### config.mk
export PLATFORM = sky130hd
export DESIGN_NAME = stream_rr_arbiter
export DESIGN_NICKNAME = d
export VERILOG_FILES = /design/src/rtl/stream_rr_arbiter.sv
export SDC_FILE = /design/constraint.sdc
export NUM_CORES = 1
export LEC_CHECK = 0
export ABC_CLOCK_PERIOD_IN_PS = 3200
export CORE_UTILIZATION = 35
export CTS_BUF_LIST = sky130_fd_sc_hd__clkbuf_8
export CTS_CLUSTER_SIZE = 40
export DETAILED_ROUTE_END_ITERATION = 8
export PLACE_DENSITY = 0.75
export SYNTH_ARGS = -nofsm -noshare
export SYNTH_HDL_FRONTEND = slang
export SYNTH_SLANG_ARGS = --single-unit
export TNS_END_PERCENT = 50
### constraint.sdc
create_clock -name iclk -period 3.2 [get_ports iclk]
set_input_delay 0.96 -clock iclk [delete_from_list [all_inputs] [get_ports iclk]]
set_output_delay 0.96 -clock iclk [all_outputs]
set_load 0.05 [all_outputs]
### src/rtl/stream_rr_arbiter.sv
// Round-robin merge of NCH AXI-stream byte sources onto one stream.
// Each grant lasts until the source's tlast or until MAXBURST beats; m_tid tags the source.
module stream_rr_arbiter #(
    parameter int NCH      = 4,
    parameter int DSIZE    = 1,
    parameter int MAXBURST = 64,
    localparam int IDW     = (NCH > 1) ? $clog2(NCH) : 1
) (
    input  logic                    rst_n,
    input  logic                    iclk,
    input  logic [NCH-1:0]          s_tvalid,
    output logic [NCH-1:0]          s_tready,
    input  logic [NCH*DSIZE*8-1:0]  s_tdata,
    input  logic [NCH-1:0]          s_tlast,
    output logic                    m_tvalid,
    input  logic                    m_tready,
    output logic [DSIZE*8-1:0]      m_tdata,
    output logic                    m_tlast,
    output logic [IDW-1:0]          m_tid,
    input  logic                    hold_off,
    output logic                    busy
);

    localparam int DW = DSIZE * 8;
    localparam int CW = $clog2(MAXBURST);
    localparam int SW = IDW + 1;

    typedef enum logic {
        ST_IDLE  = 1'b0,
        ST_GRANT = 1'b1
    } state_t;

    state_t          state_q, state_d;
    logic [IDW-1:0]  gnt_q, gnt_d;
    logic [IDW-1:0]  last_gnt_q, last_gnt_d;
    logic [CW-1:0]   beat_cnt_q, beat_cnt_d;

    logic            sel_found;
    logic [IDW-1:0]  sel_idx;
    logic [SW-1:0]   cand;
    logic            burst_end;

    // Search starts just after the previous winner and wraps, giving rotating priority.
    always_comb begin
        sel_found = 1'b0;
        sel_idx   = '0;
        cand      = '0;
        for (int i = 0; i < NCH; i++) begin
            cand = SW'({1'b0, last_gnt_q}) + SW'(1) + SW'(i);
            if (cand >= SW'(NCH)) begin
                cand = cand - SW'(NCH);
            end
            if (!sel_found && s_tvalid[cand[IDW-1:0]]) begin
                sel_found = 1'b1;
                sel_idx   = cand[IDW-1:0];
            end
        end
    end

    assign burst_end = (beat_cnt_q == CW'(MAXBURST - 1));

    always_ff @(posedge iclk or negedge rst_n) begin
        if (!rst_n) begin
            state_q    <= ST_IDLE;
            gnt_q      <= '0;
            last_gnt_q <= IDW'(NCH - 1);
            beat_cnt_q <= '0;
        end else begin
            state_q    <= state_d;
            gnt_q      <= gnt_d;
            last_gnt_q <= last_gnt_d;
            beat_cnt_q <= beat_cnt_d;
        end
    end

    always_comb begin
        state_d    = state_q;
        gnt_d      = gnt_q;
        last_gnt_d = last_gnt_q;
        beat_cnt_d = beat_cnt_q;
        s_tready   = '0;
        m_tvalid   = 1'b0;
        m_tdata    = '0;
        m_tlast    = 1'b0;
        m_tid      = '0;
        busy       = 1'b0;

        case (state_q)
            ST_IDLE: begin
                if (!hold_off && sel_found) begin
                    gnt_d      = sel_idx;
                    beat_cnt_d = '0;
                    state_d    = ST_GRANT;
                end
            end
            ST_GRANT: begin
                busy            = 1'b1;
                m_tvalid        = s_tvalid[gnt_q];
                m_tdata         = s_tdata[int'(gnt_q) * DW +: DW];
                m_tid           = gnt_q;
                m_tlast         = s_tlast[gnt_q] | burst_end;
                s_tready[gnt_q] = m_tready;
                // hold_off is deliberately ignored here; only a tlast beat ends the grant.
                if (m_tvalid && m_tready) begin
                    if (m_tlast) begin
                        last_gnt_d = gnt_q;
                        beat_cnt_d = '0;
                        state_d    = ST_IDLE;
                    end else begin
                        beat_cnt_d = beat_cnt_q + CW'(1);
                    end
                end
            end
            default: state_d = ST_IDLE;
        endcase
    end

endmodule

==> impl_metrics.py <==
metrics = {
    "status": {
        "status": "finished, final reports clean",
    },
    "clocking": {
        "cts_sinks": 11,
        "htreeDepth": 1,
        "cts_buffers": 3,
        "clock_path_buffers": 2,
        "cts_tree": "yes",
        "root_buffer": "clkbuf_8",
        "clkSlewWorstSetupHoldPaths_ps": 50,
        "clk-insertion-delay-late_ps": 240,
        "ctsHoldBuffers": 0,
    },
    "synthesis": {
        "ys_seq_area_share_pct": 26.6,
        "syn_nets": 147,
        "synth_edf_count": 0,
        "async_flop_share_pct": 100,
        "syn_area_um2": 1040,
        "synthTopCellsByArea": "dfrtp_1 (22%), mux4_2 (13%), mux4_1 (7.6%)",
        "synth_cell_type_count": 36,
        "yosys.area.top_type": "dfrtp_1",
        "avgSynthCellArea_um2": 10.2,
        "synth_flop_cell": "dfrtp_1",
        "yosys-top-cells-count": "and2_1 (10), dfrtp_1 (9), nor2_1 (9)",
        "postSynthRegisterBits": 11,
        "synth_top_cell_area_share_pct": 21.6,
        "yosys_warnings": 0,
        "synthCells": 102,
        "yosysMostFrequentCell": "and2_1",
    },
    "worst_hold_path": {
        "hold_path.class": "reg2reg",
        "min-delay-start": "beat_cnt_q[0]$_DFFE_PN0P_",
    },
    "routing": {
        "wl_um": 2870,
        "via_per_inst": 5.34,
        "drtIter0Drc": 42,
        "drtPass1Iterations": 4,
        "vias": 1062,
        "drc": 0,
        "antenna_left": 0,
        "wl_per_cell_um": 14.4,
    },
    "global_routing": {
        "grt_pass1_vias": 993,
        "grt_pass1_wl_um": 4590,
        "overflow": 0,
        "antenna_found_initial": 0,
        "grtUsageTotal_pct": 18.5,
        "grt_max_degree": 18,
    },
    "critical_path": {
        "cp-end-kind": "output port",
        "cp.required_ps": 2240,
        "critPathArrivalTime_ps": 2190,
        "path_max_fanout": 1,
        "reg2reg_from": "gnt_q[0]$_DFFE_PN0P_",
        "crit_type": "in2out",
        "critPathLaunchType": "input port",
        "critPathLaunch": "s_tdata[23]",
    },
    "final_layout": {
        "final_area_um2": 1750,
        "post-route-util_pct": 62.9,
        "syn2layout_area_growth_pct": 67.6,
        "num_antenna_cells": 0,
        "nNetsFinal": 214,
        "fin_cells": 199,
        "drive_above_1_share_pct": 23.8,
    },
    "floorplanning": {
        "core_um2": 2780,
        "dieArea_um2": 3200,
        "die_h_um": 56.6,
        "initial_core_util_pct": 37.5,
        "rows": 19,
        "die_w_um": 56.6,
        "num_io_pins": 61,
    },
    "sta": {
        "maxSlewViolCount": 0,
        "finClkSkew_ps": 3.80,
        "final.setup.tns_ps": 0,
        "relSlewSlack_pct": 66.9,
        "period_minus_slack_ps": 3150,
        "holdWs_ps": 519,
        "fmax_mhz": 317,
        "post-route-period-util_pct": 98.5,
        "setup_viol": 0,
        "timing.final.ws_setup_ps": 47.0,
        "hold_viol": 0,
        "rsz0062_at_grt": "no",
        "worst_pin_slew_ps": 495,
    },
    "placed_design": {
        "portBuffers": 60,
        "postPlaceCellArea_um2": 1690,
        "pre_cts_ws_ps": -186,
        "dp.cells": 193,
        "dp_hpwl_um": 2300,
        "gp_congestion": 0.819,
    },
    "power_and_ir_drop": {
        "power.total_mw": 1.65,
        "leakage_nw": 0.716,
        "max-vdd-ir-drop_v": 0.000756,
        "powerDensity_nw_per_um2": 943,
    },
    "flow_run": {
        "maxCapViolCount": 0,
    },
}
==> worst max-delay path, stage by stage <==
cell             delay (ps)
clkdlybuf4s50_1         400
mux4_1                  480
and2_1                  170
buf_4                   180
==> cell families (layout without fill, tap and decap cells) <==
logic type / after synthesis / after routing / synth area share [%]
simple gates: 45 / 45 / 23.5
compound gates: 16 / 16 / 12.6
buf+inv: 13 / 79 / 8.03
xor+xnor: 1 / 1 / 0.839
mux: 15 / 15 / 27.2
flops: 11 / 11 / 26.6
fa+ha+maj: 1 / 1 / 1.20
==> path summary, 6_finish.rpt <==
kind	endpoint	slack, ps	cells past startpoint
max	m_tdata[7]	50	4
min	beat_cnt_q[0]$_DFFE_PN0P_	520	1
max reg2reg	last_gnt_q[1]$_DFFE_PN1P_	980	7
min reg2reg	beat_cnt_q[0]$_DFFE_PN0P_	520	1
max in group asynchronous	last_gnt_q[1]$_DFFE_PN1P_	1800	1
min in group asynchronous	beat_cnt_q[2]$_DFFE_PN0P_	1050	1
==> what timing repair did <==
item | in CTS | in global routing
gates resized for setup | 6 | 5
pin swaps | 0 | 0
setup endpoints to repair | 1 | 2
buffers inserted | 1 | 1
gates cloned | 0 | 0
==> cell usage in the layout (no fill, tap or decap) <==
cell / instances
clkdlybuf4s50_1: 42
buf_4: 17
and2_1: 10
nor2_1: 9
dfrtp_1: 9
inv_1: 8
mux4_2: 7
nand2_1: 7
nand3_1: 5
mux2i_1: 4
o21ai_0: 4
clkdlybuf4s15_1: 4
buf_12: 4
nand2b_1: 3
clkbuf_8: 3
and3_1: 2
mux4_1: 2
o21a_1: 2
a21oi_1: 2
mux2_4: 2
nor3_1: 2
o221ai_1: 2
dfstp_2: 2
nand3b_1: 1
a31oi_4: 1
and2b_2: 1
nor4_1: 1
o22ai_4: 1
nand2b_4: 1
a31oi_1: 1
or3_1: 1
o31ai_1: 1
nor3b_1: 1
xnor2_1: 1
o22ai_1: 1
nor2b_1: 1
o211ai_1: 1
ha_1: 1
buf_8: 1
==> power by group <==
group          switching (mW)  total [mW]  internal, mW
Combinational           0.679        1.23         0.547
Sequential             0.0965       0.287         0.191
Clock                  0.0517       0.136        0.0842
Total                   0.827        1.65         0.822
==> sequential cells by signal, summed over array words and instances (netlist names) <==
register,count
beat_cnt_q,6
gnt_q,2
last_gnt_q,2
state_q,1
==> layer usage <==
metal | share of wire [%] | up-vias | GRT usage (%)
met3 | 9.2 | 5 | 3.23
li1 | - | 503 | -
met5 | 0 | - | 0
met1 | 41 | 498 | 23.0
met2 | 48 | 56 | 32.1
met4 | 1.5 | 0 | 6.27
==> area by class of cell <==
cell class                 instances  area, µm²
tap                               31       38.8
timing repair buffer              68        683
inverter                           7       26.3
fill                             231       1030
clock inverter                     1       3.75
multi-input combinational         78        678
sequential                        11        278
clock buffer                       3       41.3
(Power assumes the default switching activity.)
==> variant 1 (same flow settings) <==
Set the parameter `MAXBURST` to 128 (it was 64).
--- a/src/rtl/stream_rr_arbiter.sv
+++ b/src/rtl/stream_rr_arbiter.sv
@@ -5,3 +5,3 @@
     parameter int DSIZE    = 1,
-    parameter int MAXBURST = 64,
+    parameter int MAXBURST = 128,
     localparam int IDW     = (NCH > 1) ? $clog2(NCH) : 1
Behaviour: no difference found for any inputs over 10 cycles, from zero or initial values and one cycle with rst_n low; that may be too few to reach the edited logic, so the function may still have changed.
==> variant 1 against the unedited design <==
Sequential share of layout area up 1.1 points. Setup slack worse by 0.0030 ns. Synthesized cell count down 3.9%. Synthesized area unchanged. Total power up 4.1%. Sequential cell count up 1. Global-route usage up 1.3 points. Cell area up 2.1%. Routed wire length up 2.4%. Critical path depth unchanged. Critical endpoint is now m_tdata[2].
==> variant 1: results <==
export IMPL_yosysWarnings=0
export IMPL_wirelength_met1_um=1270
export IMPL_routed_via_density=5.30
export IMPL_ys_top_cells_by_count="12 x and2_1, 10 x dfrtp_1, 8 x mux4_2, 8 x nor2_1, 5 x nand2_1"
export IMPL_crit_start="s_tdata[10]"
export IMPL_fin_skew_ns=0.00489
export IMPL_worstHoldStart="beat_cnt_q[6]"
export IMPL_r2r_end="beat_cnt_q[0]"
export IMPL_grt_total_usage_pct=19.8
export IMPL_vdd_ir_drop_worst_mv=0.918
export IMPL_clk_latency_ns=0.24
export IMPL_synth_seq_area_share_pct=29.0
export IMPL_reg2reg_from="gnt_q[1]"
export IMPL_top_layer="met4"
export IMPL_crit_end="m_tdata[2]"
export IMPL_reg_top3="beat_cnt_q (7), gnt_q (2), last_gnt_q (2)"
export IMPL_antenna_cells=0
export IMPL_hp_class="reg -> reg"
export IMPL_post_cts_resized=7
export IMPL_critPathTopFamily="buffers and inverters"
export IMPL_first_pass_iters=3
export IMPL_synth_cell_types=38
export IMPL_max_stage_delay_ns=0.50
export IMPL_wirelength_um=2940
export IMPL_grtUsageMet2_pct=33.1
export IMPL_synth_compound_area_share_pct=10.4
export IMPL_p_leak_nw=0.767
export IMPL_grtUsageMet1_pct=25.7
export IMPL_grt_pass1_vias=1058
export IMPL_clockBufferDepth=2
export IMPL_r2r_slack_ns=0.94
export IMPL_min_to="beat_cnt_q[6]"
export IMPL_grt_max_degree=19
export IMPL_synthMuxAreaShare_pct=27.8
export IMPL_dp_hpwl_um=2350
export IMPL_route_met2_wl_um=1420
export IMPL_routabilityCongestion=0.806
export IMPL_nets=210
export IMPL_r2r_worst_path_cells=5
export IMPL_status="finished clean"
export IMPL_synthTopCellsByArea="dfrtp_1 24%, mux4_2 17%, and2_1 7.2%"
export IMPL_drive_gt1_share_pct=28.0
export IMPL_synth_ff_type="dfrtp_1"
export IMPL_cts_setup_buffers=1
export IMPL_worst_pin_slew_ns=0.618
export IMPL_synth_fp_nets=143
export IMPL_drt_initial_drc_count=27
export IMPL_h_tree_depth=1
export IMPL_use_met3_pct=3.92
export IMPL_holdWs_ns=0.517
export IMPL_synth_xor_area_share_pct=1.68
export IMPL_setup_viol=0
export IMPL_met3_wirelength_um=223
export IMPL_p_sw_mw=0.862
export IMPL_grt_first_pass_wirelength_um=4910
[variant 1: changes by cell type in the layout (fill, tap and decap cells not counted), sizes merged, moves of 3 or more]
cell           unedited run  this run
clkdlybuf4s15             4         0
inv                       8         3
and2                     10        13
o21ai                     4         0
a22o                      0         3
dlygate4sd2               0         4
[variant 1: metrics by stage]
step	worst slack (ns)	instance area (sq um)	cells
finish	0.0440	1790	195
global route	0.0107	1790	195
CTS	0.00201	1780	195
detailed placement	-0.179	1720	190
global placement	-0.148	1720	190
floorplan	0.150	1040	98
[variant 1: power groups by stage]
stage	combinational, mW	sequential, mW	clock, mW
after floorplan	0.898	0.258	0
after global placement	1.20	0.319	0
after detailed placement	1.21	0.325	0
after CTS	1.25	0.323	0.144
after global routing	1.31	0.336	0.152
final	1.26	0.319	0.140
[variant 1: layout make-up]
cell class	instances	area [sq um]
inverters	2	7.51
flip-flops and latches	12	303
fillers	228	996
well taps	31	38.8
clock buffers	3	41.3
clock inverters	1	3.75
multi-input cells	77	698
repair buffers	69	693
==> variant 2 (same settings) <==
Made on the original files. Make the reset (`rst_n`) synchronous in one clocked block.
--- a/src/rtl/stream_rr_arbiter.sv
+++ b/src/rtl/stream_rr_arbiter.sv
@@ -61,3 +61,3 @@
 
-    always_ff @(posedge iclk or negedge rst_n) begin
+    always_ff @(posedge iclk) begin
         if (!rst_n) begin
Function: differs if rst_n is asserted again (counterexample within 4 cycles, from zero or initial values and one cycle with rst_n low); with rst_n held inactive, the same outputs for 10 cycles.
==> variant 2 against the unedited design <==
Sequential cell count is the same. Via count grew 4.6%. Die area shrank 5.1%. Cell area shrank 1.1%. Synthesized area shrank 5.3%. Routed wire length grew 6.9%. Highest routed layer unchanged. Setup slack gained 0.0034 ns.
Power is left out: it rests on default switching activity, and per cell area and clock period it moved more than threefold.
==> variant 2: results <==
export IMPL_wirelength_met1_um=1210
export IMPL_slowest_stage="mux4_2"
export IMPL_synth_area_per_cell_sq_um=9.15
export IMPL_use_met3_pct=6.01
export IMPL_drive_gt1_share_pct=21.1
export IMPL_wl_per_cell_um=15.0
export IMPL_ys_async_sr_fraction_pct=0
export IMPL_routabilityCongestion=0.784
export IMPL_multi_input_area_share_pct=41.1
export IMPL_final_seq_area_sq_um=220
export IMPL_met3_wirelength_um=262
export IMPL_buf_share_pct=40.5
export IMPL_placed_cells=199
export IMPL_grtUsageMet1_pct=26.1
export IMPL_inverters=4
export IMPL_first_pass_iters=4
export IMPL_clock_buffers=3
export IMPL_cts_root_buf="clkbuf_8"
export IMPL_reg_top3="beat_cnt_q (6), gnt_q (2), last_gnt_q (2)"
export IMPL_nFillCells=221
export IMPL_hold_viol=0
export IMPL_antenna_cells=0
export IMPL_vias=1111
export IMPL_grt_max_degree=15
export IMPL_yosysWarnings=0
export IMPL_grtUsageMet2_pct=40.0
export IMPL_clk_latency_ns=0.24
export IMPL_synth_fp_nets=153
export IMPL_dp_hpwl_um=2480
export IMPL_worstPathArrival_ns=2.19
export IMPL_clkSinkCount=11
export IMPL_syn_area_sq_um=988
export IMPL_grt_total_usage_pct=22.3
export IMPL_fin_skew_ns=0.00787
export IMPL_synthTopCellsByArea="dfxtp_1 22%, mux4_2 18%, and2_1 8.9%"
export IMPL_ys_top_cells_by_count="14 x and2_1, 11 x dfxtp_1, 11 x nand2_1"
export IMPL_wirelength_um=3070
export IMPL_cp_max_fo=2
export IMPL_critPathTopFamily="buffers and inverters"
export IMPL_io_buffers=60
export IMPL_status="finished clean"
export IMPL_antenna_found_initial=0
export IMPL_grt_first_pass_wirelength_um=4780
export IMPL_max_stage_delay_ns=0.48
export IMPL_preCtsSetupSlack_ns=-0.191
export IMPL_route_met2_wl_um=1560
export IMPL_synth_ff_type="dfxtp_1"
export IMPL_nets=221
export IMPL_top_layer="met4"
export IMPL_final_area_sq_um=1730
export IMPL_nNonClkBuffers=70
export IMPL_multi_input_gates=86
export IMPL_drt_initial_drc_count=25
export IMPL_worst_pin_slew_ns=0.505
export IMPL_clockBufferDepth=2
export IMPL_h_tree_depth=1
export IMPL_synth_cell_types=37
export IMPL_hp_class="reg -> reg"
export IMPL_clock_cell_area_share_pct=2.60
export IMPL_synth_seq_area_share_pct=22.3
## variant 2: cell types whose count changed in the layout (fill, tap and decap cells not counted), sizes merged, moves of 4 or more
cell   delta
and2      +4
dfxtp    +11
nor2      -4
dfrtp     -9
nand2     +4
## variant 2: kinds of logic after synthesis
group,Yosys count,share of synthesized area [%]
flip-flops,11,22.3
AND/OR/NAND/NOR,49,27.0
multiplexers,11,24.6
AO/OA/AOI/OAI,25,19.1
buffers and inverters,11,5.82
adder cells (fa/ha/maj),1,1.27
## variant 2: repair_timing
action / CTS / global route
pin swaps: 0 / 0
buffers inserted: 1 / 1
gates resized for setup: 6 / 6
endpoints found under the setup margin: 2 / 3
## variant 2: path summary, 6_finish.rpt
kind	start	endpoint	slack (ns)	depth (start not counted)
setup / recovery	s_tvalid[3]	m_tvalid	0.05	4
hold / removal	beat_cnt_q[0]	beat_cnt_q[0]	0.50	2
hold reg to reg	beat_cnt_q[0]	beat_cnt_q[0]	0.50	2
setup reg to reg	gnt_q[0]	last_gnt_q[0]	1.15	7
